File: config.mk
export PLATFORM = sky130hd
export DESIGN_NAME = register_pipe
export DESIGN_NICKNAME = d
export VERILOG_FILES = /design/src/rtl/register_pipe_pkg.sv /design/src/rtl/register_pipe_stage.sv /design/src/rtl/register_pipe.sv
export SDC_FILE = /design/constraint.sdc
export NUM_CORES = 1
export LEC_CHECK = 0
export CAP_MARGIN = 0
export CORE_MARGIN = 2
export CORE_UTILIZATION = 40
export DETAILED_ROUTE_END_ITERATION = 10
export GPL_ROUTABILITY_DRIVEN = 0
export GPL_TIMING_DRIVEN = 0
export PLACE_DENSITY = 0.68
export RECOVER_POWER = 25
export SLEW_MARGIN = 20
export SYNTH_ARGS = -nofsm -noshare
export SYNTH_HDL_FRONTEND = slang
export SYNTH_HIERARCHICAL = 1
export SYNTH_SLANG_ARGS = --single-unit
File: constraint.sdc
create_clock -name clk -period 2.6 [get_ports clk]
set_clock_uncertainty 0.2 [all_clocks]
set_input_delay 0.26 -clock clk [delete_from_list [all_inputs] [get_ports clk]]
set_output_delay 0.26 -clock clk [all_outputs]
set_load 0.01 [all_outputs]
File: src/rtl/register_pipe_pkg.sv
// Shared definitions for the elastic register pipeline.
// Build option: define REGISTER_PIPE_FLUSH_EN to add the synchronous flush port.
package register_pipe_pkg;

    // Stage occupancy: number of words held in a 2-entry skid stage.
    typedef enum logic [1:0] {
        ST_EMPTY = 2'd0,
        ST_BUSY  = 2'd1,
        ST_FULL  = 2'd2
    } stage_state_e;

endpackage

File: src/rtl/register_pipe_stage.sv
// One 2-entry skid-buffer stage: main register feeds downstream, skid register absorbs overflow.
// Honours REGISTER_PIPE_FLUSH_EN (adds i_flush, which empties the stage and drops any accept).
module register_pipe_stage
    import register_pipe_pkg::*;
#(
    parameter int WIDTH = 8
) (
    input  logic             clk,
    input  logic             reset,
`ifdef REGISTER_PIPE_FLUSH_EN
    input  logic             i_flush,
`endif
    input  logic             i_up_valid,
    output logic             o_up_ready,
    input  logic [WIDTH-1:0] i_up_data,
    output logic             o_dn_valid,
    input  logic             i_dn_ready,
    output logic [WIDTH-1:0] o_dn_data
);

    stage_state_e     r_state;
    logic             r_ready_up;
    logic [WIDTH-1:0] r_main;
    logic [WIDTH-1:0] r_skid;

    stage_state_e     w_next_state;
    logic             w_accept;
    logic             w_send;
    logic             w_load_main;
    logic             w_main_from_skid;
    logic             w_load_skid;

    always_comb begin
        // NOTE: every output of this block gets a default first so no path leaves it unassigned (no latch).
        w_next_state     = r_state;
        w_load_main      = 1'b0;
        w_main_from_skid = 1'b0;
        w_load_skid      = 1'b0;
        w_accept         = i_up_valid && r_ready_up;
        w_send           = (r_state != ST_EMPTY) && i_dn_ready;

        case (r_state)
            ST_EMPTY: begin
                if (w_accept) begin
                    w_next_state = ST_BUSY;
                    w_load_main  = 1'b1;
                end
            end
            ST_BUSY: begin
                if (w_accept && w_send) begin
                    w_load_main = 1'b1;
                end else if (w_accept) begin
                    w_next_state = ST_FULL;
                    w_load_skid  = 1'b1;
                end else if (w_send) begin
                    w_next_state = ST_EMPTY;
                end
            end
            ST_FULL: begin
                // Upstream sees ready low here, so only the send side can move.
                if (w_send) begin
                    w_next_state     = ST_BUSY;
                    w_main_from_skid = 1'b1;
                end
            end
            default: w_next_state = ST_EMPTY;
        endcase

`ifdef REGISTER_PIPE_FLUSH_EN
        if (i_flush) begin
            w_next_state     = ST_EMPTY;
            w_load_main      = 1'b0;
            w_main_from_skid = 1'b0;
            w_load_skid      = 1'b0;
        end
`endif
    end

    // NOTE: sequential state uses non-blocking assignments so every flop samples pre-edge values.
    always_ff @(posedge clk or negedge reset) begin
        if (!reset) begin
            r_state    <= ST_EMPTY;
            r_ready_up <= 1'b1;
            // NOTE: data registers are reset because out_data must read 0 before any word is held.
            r_main     <= '0;
            r_skid     <= '0;
        end else begin
            r_state    <= w_next_state;
            r_ready_up <= (w_next_state != ST_FULL);
            if (w_load_main) begin
                r_main <= i_up_data;
            end else if (w_main_from_skid) begin
                r_main <= r_skid;
            end
            if (w_load_skid) begin
                r_skid <= i_up_data;
            end
        end
    end

    assign o_up_ready = r_ready_up;
    assign o_dn_valid = (r_state != ST_EMPTY);
    assign o_dn_data  = r_main;

endmodule

File: src/rtl/register_pipe.sv
// Elastic WIDTH-bit register pipeline of DEPTH skid-buffer stages with valid/ready handshake.
// Define REGISTER_PIPE_FLUSH_EN to add the synchronous flush input.
module register_pipe #(
    parameter int WIDTH = 8,
    parameter int DEPTH = 2
) (
    input  logic             clk,
    input  logic             reset,
`ifdef REGISTER_PIPE_FLUSH_EN
    input  logic             flush,
`endif
    input  logic             in_valid,
    output logic             in_ready,
    input  logic [WIDTH-1:0] in_data,
    output logic             out_valid,
    input  logic             out_ready,
    output logic [WIDTH-1:0] out_data
);

    if (DEPTH < 1) begin : g_depth_err
        $error("register_pipe: DEPTH must be >= 1");
    end

    // Index i is the interface feeding stage i; index DEPTH is the pipeline output.
    logic [DEPTH:0]   w_valid;
    logic [DEPTH:0]   w_ready;
    logic [WIDTH-1:0] w_data [DEPTH+1];

    assign w_valid[0]     = in_valid;
    assign w_data[0]      = in_data;
    assign in_ready       = w_ready[0];
    assign out_valid      = w_valid[DEPTH];
    assign out_data       = w_data[DEPTH];
    assign w_ready[DEPTH] = out_ready;

    for (genvar i = 0; i < DEPTH; i++) begin : g_stage
        register_pipe_stage #(
            .WIDTH(WIDTH)
        ) u_stage (
            .clk        (clk),
            .reset      (reset),
`ifdef REGISTER_PIPE_FLUSH_EN
            .i_flush    (flush),
`endif
            .i_up_valid (w_valid[i]),
            .o_up_ready (w_ready[i]),
            .i_up_data  (w_data[i]),
            .o_dn_valid (w_valid[i+1]),
            .i_dn_ready (w_ready[i+1]),
            .o_dn_data  (w_data[i+1])
        );
    end

endmodule

==> results by group <==
Status
  – Outcome: finished clean

Clock network
  – Clock insertion delay at the later pin of the skew report: 0.28 ns
  – TritonCTS buffer count: 5
  – Reg clk slew, reported paths: 0.07 ns
  – CTS tree: yes
  – Clock sinks: 38
  – Clock tree buffer depth: 2
  – H-tree lvl count: 2
  – Post-CTS Setup Inserts: 0
  – Root Driver: clkbuf_8

Global route
  – GR Layer Usage met1: 16.95%
  – GR Util met2: 24.02%
  – Gr ovfl total: 0
  – Global routing's busiest layer: met2
  – GRT Total Usage: 14.25%
  – Largest net degree at the start of global routing: 33
  – Met3 Track Usage GR: 3.896%
  – Vias in the first global route: 1,108
  – First-pass GRT wire length: 5416 um
  – Initial antenna violation count: 0

STA
  – Worst hold margin: 0.2206 ns
  – Final setup violation count: 0
  – Unrepaired setup endpoints after global routing: no
  – Tcrit/Tclk final: 76.03%
  – Worst Tran Pin Value: 0.7422 ns
  – Max Slew Vio Count: 0
  – Worst setup margin: 0.6231 ns
  – Final count of hold timing violations: 0
  – Setup tns final: 0 ns
  – Max Freq: 0.5059 GHz
  – Minimum clock period: 1.977 ns
  – Slew HR: 50.52%

Routing
  – Via Count: 1,073
  – Detail Route Antenna Nets: 0
  – Vias per cell: 5.312
  – Routed WL: 3163 um
  – Routed WL per cell: 15.66 um
  – DRC viols: 0
  – Initial drt markers: 54
  – Pre-antenna DRT Iters: 4

Setup path
  – Setup crit end kind: output port
  – CP Launch Point: g_stage[1].u_stage/r_state[1]$_DFF_PN0_
  – Crit path max fanout: 7
  – R2R Setup Slk: 0.66 ns
  – Critical-path cell with the highest stage delay: clkdlybuf4s50_1
  – CP Launch Type: flop
  – CP required: 2.14 ns
  – Reg-to-reg endpoint: g_stage[1].u_stage/o_dn_data[7]$_DFFE_PN0P_
  – CP Cell Sequence: or2_2, clkdlybuf4s50_1
  – Slowest Stage Delay on Critical Path: 0.48 ns
  – Buffers & Inverters on Critical Path: 1
  – Worst reg2reg startpoint: g_stage[0].u_stage/r_state[1]$_DFF_PN0_
  – Worst-case reg-to-reg path depth: 4
  – Kind of critical path: flop to output port
  – Critical Path AT: 1.52 ns
  – Delay-heaviest family, CP: buffers and inverters

Synthesis
  – Leading area contributor after synthesis: dfrtp_1
  – #FFs+latches synth: 38
  – Synth Warn #: 6
  – Cell count after synthesis: 120
  – Synth Cell Area: 0.001747 mm^2
  – Synth top area cells: dfrtp_1 (52%), mux2_4 (14%), a221o_1 (9.2%)
  – Yosys cell types: 19
  – Seq/Total Area, Yosys: 54.58%
  – Syn avg cell area: 14.56 um^2
  – Synthesized net count: 132
  – Post-synth top area share: 51.58%

Die
  – Die Ht: 70.08 um
  – Core Footprint: 0.004294 mm^2
  – Row count: 24
  – IO Pins: 22
  – Initial core utilization: 40.68%
  – Die area: 0.004911 mm^2
  – Die width: 70.08 um

Worst hold path
  – Worst Hold Class: input pin to asynchronous set/reset pin

Placement
  – Port bufs: 21
  – Pre-CTS WS: 0.5472 ns
  – Post-DP Area: 0.002037 mm^2
  – Post-DP HPWL: 2364 um

Cells and area
  – Fin area: 0.002143 mm^2
  – Area grow syn2layout: 22.71%
  – Nets: 162
  – Layout cell share with drive strength beyond 1: 28.00%
  – Ant diodes: 0

Power
  – Leakage power: 0.9610 nW
  – PwrDens: 1209 mW/mm^2
  – IR drop worst, VDD: 0.0003325 V

Flow run
  – Max_cap viols: 0
## kinds of logic (layout without fill, tap and decap cells)
family | after synthesis | after routing | synth area share [%]
flops | 38 | 38 | 54.58
simple gates | 38 | 38 | 15.19
compound gates | 20 | 20 | 12.03
mux | 20 | 20 | 16.05
buf+inv | 4 | 34 | 2.149
## flip-flops by register name, summed over array words and instances, names as in the netlist
| register | cells |
|---|---|
| g_stage.u_stage/r_skid | 16 |
| g_stage.u_stage/o_up_ready | 2 |
| g_stage.u_stage/r_state | 4 |
| g_stage.u_stage/o_dn_data | 16 |
## timing repair
action | CTS | global route
hold endpoints to repair | 38 | 0
hold buffers | 1 | 0
gates resized for setup | 0 | 0
## power by group
group	internal, mW	total, mW	switching, mW	leakage [nW]
logic	0.633	1.03	0.399	0.431
registers	0.866	1.06	0.197	0.472
clock network	0.307	0.497	0.190	0.0573
total	1.81	2.59	0.786	0.961
## layout by cell type (no fill, tap or decap), drive strengths merged
| cell type | synthesis | layout |
|---|---|---|
| nor2b | 2 | 2 |
| or2 | 4 | 4 |
| and2 | 18 | 18 |
| nand2 | 2 | 2 |
| a221o | 16 | 16 |
| o21ai | 2 | 2 |
| dlygate4sd3 | 0 | 1 |
| buf | 4 | 4 |
| and4bb | 2 | 2 |
| dfrtp | 36 | 36 |
| mux2 | 16 | 16 |
| nor2 | 4 | 4 |
| mux2i | 4 | 4 |
| a211oi | 2 | 2 |
| and3b | 4 | 4 |
| clkdlybuf4s50 | 0 | 20 |
| nor3 | 2 | 2 |
| dfstp | 2 | 2 |
| bufinv | 0 | 1 |
| clkbuf | 0 | 8 |
## through the flow
step	total power, mW	std cells	utilization, %
global placement	2.052	193	47.09
global route	2.759	202	49.91
floorplan	1.785	120	-
detailed placement	2.112	194	47.44
finish	2.592	202	49.91
CTS	2.625	202	50.29
## worst max-delay path by stage
stage | end | slack [ns] | cells after the start
final | out_valid | 0.62 | 2
after global placement | g_stage[0].u_stage/r_skid[7]$_DFFE_PN0P_ | 0.27 | 1
after detailed placement | g_stage[1].u_stage/r_skid[5]$_DFFE_PN0P_ | 0.55 | 5
after floorplan | g_stage[1].u_stage/r_skid[0]$_DFFE_PN0P_ | 0.82 | 5
after global routing | out_valid | 0.57 | 2
after CTS | out_valid | 0.60 | 2
## final cells by class
type | instances | area [um^2]
repair buffers | 23 | 219.0
fillers | 367 | 2151
clock buffers | 6 | 82.58
clock inverters | 1 | 30.03
well taps | 52 | 65.06
plain buffers | 4 | 37.54
multi-input cells | 78 | 755.7
flip-flops and latches | 38 | 953.4
## Yosys cell counts
cell      count
and2_4        2
a211oi_4      2
and3b_1       2
and3b_4       2
mux2_4       16
nor2_1        4
and4bb_1      2
nand2_1       2
o21ai_0       2
or2_2         4
buf_4         2
dfrtp_1      36
mux2i_1       4
a221o_1      16
dfstp_2       2
buf_6         2
and2_1       16
nor2b_1       2
nor3_2        2
## layer usage
layer,routed length [um],part of all wire (%)
met1,1311,41
met2,1681,53
met3,100,3.2
met4,70,2.2
met5,0,0
No activity file was read; power rests on OpenSTA's default activity.
